===== config.mk =====
export PLATFORM = sky130hd
export DESIGN_NAME = wb_stage_flat
export DESIGN_NICKNAME = d
export VERILOG_FILES = /design/src/rtl/wb_stage_if.sv /design/src/rtl/wb_stage.sv /design/src/flat_wrapper.sv
export SDC_FILE = /design/constraint.sdc
export NUM_CORES = 1
export LEC_CHECK = 0
export CORE_MARGIN = 5
export CORE_UTILIZATION = 35
export CTS_CLUSTER_DIAMETER = 150
export DETAILED_ROUTE_END_ITERATION = 6
export GPL_ROUTABILITY_DRIVEN = 0
export SLEW_MARGIN = 5
export SYNTH_ARGS = -nofsm -noshare
export SYNTH_HDL_FRONTEND = slang
export SYNTH_SLANG_ARGS = --single-unit
export TNS_END_PERCENT = 20

===== constraint.sdc =====
create_clock -name clk -period 4.4 [get_ports clk]
set_input_delay 1.32 -clock clk [delete_from_list [all_inputs] [get_ports clk]]
set_output_delay 1.32 -clock clk [all_outputs]
set_load 0.1 [all_outputs]

===== src/rtl/wb_stage_if.sv =====
// Signal bundle between the memory stage, data memory, register file and the writeback stage.
// master drives the stage inputs; slave is the writeback stage itself.
interface wb_stage_if;
  logic        enable_halt;
  logic        in_valid;
  logic        in_ready;
  logic [4:0]  in_rd;
  logic        in_reg_write;
  logic [1:0]  in_wb_sel;
  logic [31:0] in_alu_result;
  logic [31:0] in_pc_plus4;
  logic [2:0]  in_funct3;
  logic        mem_rsp_valid;
  logic [31:0] mem_rsp_data;
  logic        rg_wrt_en;
  logic [4:0]  rg_wrt_dest;
  logic [31:0] rg_wrt_data;
  logic        wb_stall;
  logic [31:0] retired_count;

  modport master (
    output enable_halt, in_valid, in_rd, in_reg_write, in_wb_sel, in_alu_result,
           in_pc_plus4, in_funct3, mem_rsp_valid, mem_rsp_data,
    input  in_ready, rg_wrt_en, rg_wrt_dest, rg_wrt_data, wb_stall, retired_count
  );

  modport slave (
    input  enable_halt, in_valid, in_rd, in_reg_write, in_wb_sel, in_alu_result,
           in_pc_plus4, in_funct3, mem_rsp_valid, mem_rsp_data,
    output in_ready, rg_wrt_en, rg_wrt_dest, rg_wrt_data, wb_stall, retired_count
  );
endinterface


===== src/rtl/wb_stage.sv =====
// RV32 writeback stage: waits for load data, formats it, drives the register-file write port
// and counts retired instructions. Loads park in WAIT_MEM; a response seen under halt parks in PEND.
module wb_stage (
  input logic     clk,
  input logic     rst,
  wb_stage_if.slave bus
);
  localparam int DATA_W = 32;

  typedef enum logic [1:0] {IDLE, WAIT_MEM, PEND} state_e;

  state_e              state_q, state_d;
  logic [4:0]          rd_q;
  logic                regw_q;
  logic [2:0]          funct3_q;
  logic [1:0]          off_q;
  logic [DATA_W-1:0]   pdata_q;
  logic                wen_q;
  logic [4:0]          wdest_q;
  logic [DATA_W-1:0]   wdata_q;
  logic [DATA_W-1:0]   cnt_q;

  logic                xfer;
  logic                latch_ld;
  logic                park;
  logic                issue;
  logic [4:0]          issue_rd;
  logic                issue_regw;
  logic [DATA_W-1:0]   issue_data;
  logic [DATA_W-1:0]   rsp_fmt;

  function automatic logic [DATA_W-1:0] fmt_load(input logic [DATA_W-1:0] w,
                                                 input logic [2:0] f3,
                                                 input logic [1:0] off);
    logic signed [7:0]  sb;
    logic signed [15:0] sh;
    logic [DATA_W-1:0]  res;
    sb = w[{off, 3'b000} +: 8];
    sh = off[1] ? w[31:16] : w[15:0];
    case (f3)
      3'b000:  res = {{24{sb[7]}}, sb};
      3'b001:  res = {{16{sh[15]}}, sh};
      3'b100:  res = {24'd0, sb};
      3'b101:  res = {16'd0, sh};
      default: res = w;
    endcase
    return res;
  endfunction

  assign bus.in_ready      = (state_q == IDLE) && !bus.enable_halt && !rst;
  assign bus.wb_stall      = (state_q != IDLE);
  assign bus.rg_wrt_en     = wen_q;
  assign bus.rg_wrt_dest   = wdest_q;
  assign bus.rg_wrt_data   = wdata_q;
  assign bus.retired_count = cnt_q;

  assign xfer    = bus.in_valid && bus.in_ready;
  assign rsp_fmt = fmt_load(bus.mem_rsp_data, funct3_q, off_q);

  always_comb begin
    state_d    = state_q;
    latch_ld   = 1'b0;
    park       = 1'b0;
    issue      = 1'b0;
    issue_rd   = rd_q;
    issue_regw = regw_q;
    issue_data = pdata_q;
    case (state_q)
      IDLE: begin
        if (xfer) begin
          if (bus.in_wb_sel == 2'b01) begin
            latch_ld = 1'b1;
            state_d  = WAIT_MEM;
          end else begin
            issue      = 1'b1;
            issue_rd   = bus.in_rd;
            issue_regw = bus.in_reg_write;
            issue_data = (bus.in_wb_sel == 2'b10) ? bus.in_pc_plus4 : bus.in_alu_result;
          end
        end
      end
      WAIT_MEM: begin
        if (bus.mem_rsp_valid) begin
          if (bus.enable_halt) begin
            park    = 1'b1;
            state_d = PEND;
          end else begin
            issue      = 1'b1;
            issue_data = rsp_fmt;
            state_d    = IDLE;
          end
        end
      end
      PEND: begin
        if (!bus.enable_halt) begin
          issue   = 1'b1;
          state_d = IDLE;
        end
      end
      default: state_d = IDLE;
    endcase
  end

  // Stage boundary: write port, counter and FSM register.
  always_ff @(posedge clk) begin
    if (rst) begin
      state_q <= IDLE;
      wen_q   <= 1'b0;
      wdest_q <= '0;
      wdata_q <= '0;
      cnt_q   <= '0;
    end else begin
      state_q <= state_d;
      wen_q   <= issue && issue_regw && (issue_rd != 5'd0);
      if (issue) begin
        wdest_q <= issue_rd;
        wdata_q <= issue_data;
      end
      cnt_q <= cnt_q + {{(DATA_W-1){1'b0}}, issue};
    end
  end

  // Load descriptor and parked data carry no reset; they are only read after being written.
  always_ff @(posedge clk) begin
    if (latch_ld) begin
      rd_q     <= bus.in_rd;
      regw_q   <= bus.in_reg_write;
      funct3_q <= bus.in_funct3;
      off_q    <= bus.in_alu_result[1:0];
    end
    if (park) pdata_q <= rsp_fmt;
  end
endmodule


===== src/flat_wrapper.sv =====
// flat-port wrapper written by rule: the top's interface ports become plain ports
module wb_stage_flat 
  (clk, rst, bus_enable_halt, bus_in_valid, bus_in_rd, bus_in_reg_write, bus_in_wb_sel, bus_in_alu_result, bus_in_pc_plus4, bus_in_funct3, bus_mem_rsp_valid, bus_mem_rsp_data, bus_in_ready, bus_rg_wrt_en, bus_rg_wrt_dest, bus_rg_wrt_data, bus_wb_stall, bus_retired_count);
  wb_stage_if bus_i ();
  input logic clk;
  input logic rst;
  input wire logic [$bits(bus_i.enable_halt)-1:0] bus_enable_halt;
  input wire logic [$bits(bus_i.in_valid)-1:0] bus_in_valid;
  input wire logic [$bits(bus_i.in_rd)-1:0] bus_in_rd;
  input wire logic [$bits(bus_i.in_reg_write)-1:0] bus_in_reg_write;
  input wire logic [$bits(bus_i.in_wb_sel)-1:0] bus_in_wb_sel;
  input wire logic [$bits(bus_i.in_alu_result)-1:0] bus_in_alu_result;
  input wire logic [$bits(bus_i.in_pc_plus4)-1:0] bus_in_pc_plus4;
  input wire logic [$bits(bus_i.in_funct3)-1:0] bus_in_funct3;
  input wire logic [$bits(bus_i.mem_rsp_valid)-1:0] bus_mem_rsp_valid;
  input wire logic [$bits(bus_i.mem_rsp_data)-1:0] bus_mem_rsp_data;
  output wire logic [$bits(bus_i.in_ready)-1:0] bus_in_ready;
  output wire logic [$bits(bus_i.rg_wrt_en)-1:0] bus_rg_wrt_en;
  output wire logic [$bits(bus_i.rg_wrt_dest)-1:0] bus_rg_wrt_dest;
  output wire logic [$bits(bus_i.rg_wrt_data)-1:0] bus_rg_wrt_data;
  output wire logic [$bits(bus_i.wb_stall)-1:0] bus_wb_stall;
  output wire logic [$bits(bus_i.retired_count)-1:0] bus_retired_count;
  assign bus_i.enable_halt = bus_enable_halt;
  assign bus_i.in_valid = bus_in_valid;
  assign bus_i.in_rd = bus_in_rd;
  assign bus_i.in_reg_write = bus_in_reg_write;
  assign bus_i.in_wb_sel = bus_in_wb_sel;
  assign bus_i.in_alu_result = bus_in_alu_result;
  assign bus_i.in_pc_plus4 = bus_in_pc_plus4;
  assign bus_i.in_funct3 = bus_in_funct3;
  assign bus_i.mem_rsp_valid = bus_mem_rsp_valid;
  assign bus_i.mem_rsp_data = bus_mem_rsp_data;
  assign bus_in_ready = bus_i.in_ready;
  assign bus_rg_wrt_en = bus_i.rg_wrt_en;
  assign bus_rg_wrt_dest = bus_i.rg_wrt_dest;
  assign bus_rg_wrt_data = bus_i.rg_wrt_data;
  assign bus_wb_stall = bus_i.wb_stall;
  assign bus_retired_count = bus_i.retired_count;
  wb_stage u_core (.clk(clk), .rst(rst), .bus(bus_i));
endmodule

==> impl_metrics.ini, run 1 <==
[run_status]
status = finished, final reports clean

[sta]
slew_headroom_pct = 29.4
clock-skew-final_ns = 0.00920
finalWorstSetupSlack_ns = 0.510
setup_viol = 0
max_freq_mhz = 257
timing_max_transition_violations_final = 0
tightestPinTransition_ns = 1.06
layout_worst_path_cycle_share_pct = 88.4
hold_viol = 0
grt_setup_unrepaired = no
final_period_minus_worst_setup_slack_ns = 3.89

[yosys]
synth-async-reset-ratio_pct = 0
ys.warnings.count = 0
post_synth_instance_area_um2 = 6400
part_of_the_yosys_area_used_for_sequential_elements_pct = 42.7
post_synthesis_mean_instance_area_um2 = 8.82
synth_enable_flop_cells = 43
cell_count_after_synthesis = 725
synth-seq-cells = 115
number_of_nets_produced_by_synthesis = 839
yosysUniqueCellTypes = 63
ys.flop_type = sky130_fd_sc_hd__dfxtp_1

[cts]
cts_sinks = 115
holdBufCountCts = 0
clock_tree_from_tritoncts = yes
clk_transition_reported_paths_ns = 0.06
cts_max_level = 4
clk-insertion-delay-late_ns = 0.42
cts_made_buffers = 17
clockRootBuffer = sky130_fd_sc_hd__clkbuf_16
cts.repair_timing.setup_buffer_count = 0
clockBufferDepth = 2
ctsResizeCount = 0

[setup_path]
crit_required_ns = 3.08
cp_num_buf_inv = 3
cpPeakStageDelay_ns = 0.62
critical_path.cell_chain = clkdlybuf4s50_1, nor4_4, buf_4, buf_12
cp-start-kind = primary input
crit_path_end_kind = output pin
critical_path.max_fanout = 9
family_of_cells_with_the_greatest_summed_delay_on_the_critical_path = buffers and inverters
crit_type = in -> out
worst-r2r-setup-slack_ns = 1.43
rr_endpoint = u_core.bus.retired_count[16]
rr_startpoint = u_core.state_q[0]
standard_cell_with_the_maximum_stage_delay_on_the_critical_path = sky130_fd_sc_hd__clkdlybuf4s50_1
critical_path_arrival_ns = 2.57
reg2reg_depth = 11

[route]
detail_route.vias_per_cell = 5.36
postRouteAntennaNets = 0
dr.pass1.iters = 5
vias = 6063
routed_wire_length_per_instance_um = 18.8
number_of_drc_markers_in_iteration_0 = 436
remaining_drcs = 0
detail_route.wirelength_mm = 21.3

[die]
core-area_um2 = 18000
die_y_um = 145
design.die.area_um2 = 21100
initial_core_util_pct = 35.6
core.rowCount = 49
die_w_um = 145
io-pin-count = 184

[finish]
fillers = 1727
ratio_of_cells_with_drive_above_1_in_the_final_layout_pct = 11.2
finalNetCount = 1003
area_added_between_synthesis_and_finish_pct = 41.2
fin_cells = 1131
layout.cells.most_common_list = sky130_fd_sc_hd__clkdlybuf4s50_1, sky130_fd_sc_hd__nand2_1, sky130_fd_sc_hd__nor2_1, sky130_fd_sc_hd__dfxtp_1, sky130_fd_sc_hd__o21ai_0
final_common_cell = sky130_fd_sc_hd__clkdlybuf4s50_1
n_antenna_cell = 0
final_util_pct = 50.3

[global_routing]
largest_net_degree_at_the_start_of_global_routing = 76
first_global_vias = 5899
total_overflow_reported_by_the_global_router = 0
antenna_violations_before_repair = 0
grt.total_usage_pct = 19.6
grt_pass1_wl_mm = 33.3

[pwr]
p_leak_nw = 3.16
vdd.ir_drop.worst_mv = 0.255
power_density_nw_per_um2 = 339

[placed_design]
dp_hpwl_mm = 15.3
place_ws_ns = 0.310
placed_cells = 1099
buffer_ports.inserted = 183

[run]
max_cap_violations = 0

[worst_hold_path]
hp-class = reg -> reg
hold_path_end = u_core.bus.rg_wrt_data[22]
hold_path_depth = 2
min-delay-start = u_core.bus.rg_wrt_data[22]
[registers in the layout, indices dropped and copies added (netlist names)]
register                  flops
u_core.off_q                  2
u_core.bus.rg_wrt_en          1
u_core.funct3_q               3
u_core.bus.rg_wrt_data       32
u_core.bus.rg_wrt_dest        5
u_core.pdata_q               32
u_core.regw_q                 1
u_core.state_q                2
u_core.rd_q                   5
u_core.bus.retired_count     32
[metal layers]
metal / track usage, % / wire [µm]
met3: 4.65 / 1220
met5: 0 / 0
met1: 26.9 / 9970
met4: 6.39 / 415
met2: 30.5 / 9650
[worst min-delay path, delay by kind of cell (launching register included)]
family / cells / cell delay (ns)
flops: 1 / 0.31
simple gates: 2 / 0.14
[report_power, final]
part / switching [mW] / internal [mW] / total (mW)
Clock: 0.534 / 0.911 / 1.45
Sequential: 0.0135 / 1.12 / 1.14
Combinational: 0.298 / 0.182 / 0.480
Total: 0.846 / 2.22 / 3.06
[per-stage QoR]
stage	setup TNS (ns)	power (mW)	cell area, µm²	hold slack [ns]
after floorplan	-2.97	1.44	6460	0.527
after global placement	0	1.64	8410	0.477
after detailed placement	0	1.64	8410	0.481
after CTS	0	3.09	9030	0.493
after global routing	0	3.16	9030	0.512
final	0	3.06	9030	0.488
[cell type report]
type,count,area (µm²),area share [%]
Multi-Input combinational cell,532,3350,37.1
Sequential cell,115,2730,30.3
Timing Repair Buffer,199,1950,21.6
Clock buffer,18,439,4.86
Tap cell,229,287,3.17
Clock inverter,14,176,1.95
Inverter,24,95.1,1.05
[logic make-up (layout without fill, tap and decap cells)]
| kind of cell | after synthesis | after routing | share of synthesized area [%] |
|---|---|---|---|
| xor+xnor | 28 | 28 | 3.83 |
| buf+inv | 78 | 255 | 5.73 |
| mux | 28 | 28 | 4.81 |
| fa+ha+maj | 2 | 2 | 0.391 |
| flops | 115 | 115 | 42.7 |
| simple gates | 307 | 307 | 23.5 |
| compound gates | 167 | 167 | 19.0 |
[Yosys cell counts, types with 7 or more instances]
| cell type | instances | area (µm²) |
|---|---|---|
| sky130_fd_sc_hd__nand2b_1 | 9 | 56.3 |
| sky130_fd_sc_hd__inv_1 | 23 | 86.3 |
| sky130_fd_sc_hd__nor3_1 | 19 | 95.1 |
| sky130_fd_sc_hd__buf_2 | 13 | 65.1 |
| sky130_fd_sc_hd__clkbuf_1 | 29 | 109 |
| sky130_fd_sc_hd__o21ai_0 | 45 | 225 |
| sky130_fd_sc_hd__and3_1 | 7 | 43.8 |
| sky130_fd_sc_hd__nand3_1 | 35 | 175 |
| sky130_fd_sc_hd__nor2_1 | 72 | 270 |
| sky130_fd_sc_hd__a31oi_1 | 8 | 50.1 |
| sky130_fd_sc_hd__nand4_1 | 15 | 93.8 |
| sky130_fd_sc_hd__and2_1 | 7 | 43.8 |
| sky130_fd_sc_hd__nor2b_1 | 10 | 62.6 |
| sky130_fd_sc_hd__nor3b_1 | 8 | 60.1 |
| sky130_fd_sc_hd__a2111oi_2 | 9 | 135 |
| sky130_fd_sc_hd__or2_2 | 7 | 43.8 |
| sky130_fd_sc_hd__xor2_1 | 24 | 210 |
| sky130_fd_sc_hd__nand2_1 | 98 | 368 |
| sky130_fd_sc_hd__mux2i_1 | 15 | 150 |
| sky130_fd_sc_hd__a21oi_1 | 41 | 205 |
| sky130_fd_sc_hd__a211oi_1 | 8 | 60.1 |
| sky130_fd_sc_hd__dfxtp_1 | 72 | 1440 |
| sky130_fd_sc_hd__o211ai_1 | 9 | 67.6 |
| sky130_fd_sc_hd__mux2_2 | 12 | 135 |
| sky130_fd_sc_hd__edfxtp_1 | 43 | 1290 |
| sky130_fd_sc_hd__a311oi_1 | 19 | 166 |
[worst max path at each step]
stage | end | startpoint | slack, ns | cells after the start
global placement | u_core.bus.retired_count[16] | bus_enable_halt | 0.37 | 12
floorplan | u_core.bus.retired_count[16] | bus_enable_halt | -0.23 | 14
CTS | bus_in_ready | bus_enable_halt | 0.50 | 4
global route | bus_in_ready | bus_enable_halt | 0.45 | 4
detailed placement | u_core.bus.retired_count[16] | bus_enable_halt | 0.31 | 12
finish | bus_in_ready | bus_enable_halt | 0.51 | 4
(Power assumes the default switching activity.)
==> run 2: changes to the inputs <==
--- a/config.mk
+++ b/config.mk
@@ -10,7 +10,7 @@
 export CTS_CLUSTER_DIAMETER = 150
 export DETAILED_ROUTE_END_ITERATION = 6
 export GPL_ROUTABILITY_DRIVEN = 0
-export SLEW_MARGIN = 5
+export SLEW_MARGIN = 20
 export SYNTH_ARGS = -nofsm -noshare
 export SYNTH_HDL_FRONTEND = slang
 export SYNTH_SLANG_ARGS = --single-unit
==> results of run 2 <==
No change in the layout: final DEF, timing and power equal those of run 1.
==> run 3: changes to the inputs <==
--- a/config.mk
+++ b/config.mk
@@ -10,7 +10,7 @@
 export CTS_CLUSTER_DIAMETER = 150
 export DETAILED_ROUTE_END_ITERATION = 6
 export GPL_ROUTABILITY_DRIVEN = 0
-export SLEW_MARGIN = 20
+export SLEW_MARGIN = 10
 export SYNTH_ARGS = -nofsm -noshare
 export SYNTH_HDL_FRONTEND = slang
 export SYNTH_SLANG_ARGS = --single-unit
==> constraint.sdc (replaced) <==
create_clock -name clk -period 3.5 [get_ports clk]
set_input_delay 1.05 -clock clk [delete_from_list [all_inputs] [get_ports clk]]
set_output_delay 1.05 -clock clk [all_outputs]
set_load 0.1 [all_outputs]
==> run 3 against run 2 <==
Combinational power rose by 25%. Global-route usage decreased by 0.36 points. Cell count up 1.5%. Power is 24% higher. Critical endpoint unchanged.
==> impl_metrics.ini, run 3 (synthesized netlist as in run 1, its figures left out) <==
[run_status]
status = finished, final reports clean

[die]
die_w_um = 145
io-pin-count = 184
initial_core_util_pct = 35.6
core-area_um2 = 18000
design.die.area_um2 = 21100
core.rowCount = 49
die_y_um = 145

[setup_path]
source_of_the_critical_timing_path = bus_enable_halt
reg2reg_depth = 5
worst-r2r-setup-slack_ns = 0.87
crit_path_end_kind = output pin
crit_type = in -> out
standard_cell_with_the_maximum_stage_delay_on_the_critical_path = sky130_fd_sc_hd__clkdlybuf4s50_1
critical_path.max_fanout = 5
critical_path_arrival_ns = 2.09
family_of_cells_with_the_greatest_summed_delay_on_the_critical_path = buffers and inverters
cp-start-kind = primary input
crit_required_ns = 2.45
cpPeakStageDelay_ns = 0.49
cp_num_buf_inv = 3
path_depth = 4
rr_endpoint = u_core.bus.rg_wrt_data[0]
crit_end = bus_in_ready
rr_startpoint = u_core.funct3_q[0]
critical_path.cell_chain = clkdlybuf4s50_1, nor4_4, buf_4, buf_12

[cts]
clock_tree_from_tritoncts = yes
cts_sinks = 115
clockBufferDepth = 2
holdBufCountCts = 0
cts_made_buffers = 17
ctsResizeCount = 0
clk_transition_reported_paths_ns = 0.06
cts.repair_timing.setup_buffer_count = 0
cts_max_level = 4
clockRootBuffer = sky130_fd_sc_hd__clkbuf_16
clk-insertion-delay-late_ns = 0.41

[sta]
grt_setup_unrepaired = no
setup_viol = 0
clock-skew-final_ns = 0.00907
layout_worst_path_cycle_share_pct = 89.8
tightestPinTransition_ns = 0.956
final_period_minus_worst_setup_slack_ns = 3.14
max_freq_mhz = 318
hold_viol = 0
slew_headroom_pct = 35.6
timing_max_transition_violations_final = 0

[pwr]
comb_power_share_pct = 15.9
switching_share_pct = 26.4
reg_power_share_pct = 37.8
internal-power_mw = 2.79
p_leak_nw = 3.40
power.switching_mw = 0.999
total_power_mw = 3.79
clkPwrFrac_pct = 46.3
power_density_nw_per_um2 = 422
vdd.ir_drop.worst_mv = 0.316

[global_routing]
antenna_violations_before_repair = 2
largest_net_degree_at_the_start_of_global_routing = 76
grt_pass1_wl_mm = 33.0
groute.layer.met1.usage_pct = 26.3
globalRouteMet2Util_pct = 30.4
total_overflow_reported_by_the_global_router = 0
grt.total_usage_pct = 19.2
first_global_vias = 5983
gr-max-usage-layer = met2
grt.met3_usage_pct = 4.74

[route]
detail_route.vias_per_cell = 5.31
dr.pass1.iters = 6
remaining_drcs = 0
postRouteAntennaNets = 0
number_of_drc_markers_in_iteration_0 = 426
detail_route.wirelength_mm = 21.1
vias = 6098
routed_wire_length_per_instance_um = 18.4

[finish]
final_common_cell = sky130_fd_sc_hd__clkdlybuf4s50_1
finalNetCount = 1020
n_antenna_cell = 0
layout.cells.most_common_list = sky130_fd_sc_hd__clkdlybuf4s50_1, sky130_fd_sc_hd__buf_4, sky130_fd_sc_hd__nand2_1, sky130_fd_sc_hd__nor2_1, sky130_fd_sc_hd__dfxtp_1
area_added_between_synthesis_and_finish_pct = 40.4
fin_area_um2 = 8980
ratio_of_cells_with_drive_above_1_in_the_final_layout_pct = 20.3

[placed_design]
buffer_ports.inserted = 183
dp_hpwl_mm = 15.6
placement.cell_area_um2 = 8370

[run]
max_cap_violations = 0

[worst_hold_path]
hp-class = reg -> reg
min-delay-start = u_core.bus.rg_wrt_data[20]
[run 3: final cells by class]
cell class / instances / area (µm²)
Fill cell: 1726 / 8980
Inverter: 24 / 95.1
Clock buffer: 27 / 588
Clock inverter: 5 / 27.5
Multi-Input combinational cell: 532 / 3350
Sequential cell: 115 / 2730
Tap cell: 229 / 287
Timing Repair Buffer: 216 / 1910
[run 3: through the flow]
step           setup TNS [ns]  instances  setup slack (ns)  hold slack [ns]  utilization (%)
2_1_floorplan          -19.87        725            -0.860            0.527                -
3_3_place_gp                0       1116            0.0682            0.476             46.6
3_5_place_dp                0       1116            0.0364            0.480             46.6
4_1_cts                     0       1148             0.353            0.492             50.0
5_1_grt                     0       1148             0.260            0.507             50.0
6_report                    0       1148             0.355            0.492             50.0
[run 3: worst min-delay path: stages, from the launching register on]
cell,delay (ns)
sky130_fd_sc_hd__dfxtp_1,0.31
sky130_fd_sc_hd__nor2_1,0.09
sky130_fd_sc_hd__nor3_1,0.05
[run 3: metal layers]
layer	vias to the layer above	routed length, µm	part of all wire, %
met2	206	9700	46
met1	2883	9850	47
met4	4	178	0.84
li1	2988	-	-
met3	17	1320	6.3
met5	-	19	0.090
[run 3: how the worst min path moves through the flow]
stage | end | slack, ns | depth (start not counted)
final | u_core.bus.rg_wrt_data[20] | 0.49 | 2
after global routing | u_core.bus.rg_wrt_data[20] | 0.51 | 2
after CTS | u_core.bus.rg_wrt_data[20] | 0.49 | 2
after detailed placement | u_core.bus.rg_wrt_data[20] | 0.48 | 2
after global placement | u_core.bus.rg_wrt_data[26] | 0.48 | 2
after floorplan | u_core.bus.rg_wrt_en | 0.53 | 2
[run 3: power groups by stage]
stage / combinational [mW] / clock [mW] / sequential [mW]
floorplan: 0.182 / 0 / 1.63
global placement: 0.602 / 0 / 1.46
detailed placement: 0.603 / 0 / 1.46
CTS: 0.605 / 1.79 / 1.43
global route: 0.639 / 1.85 / 1.43
finish: 0.602 / 1.76 / 1.43
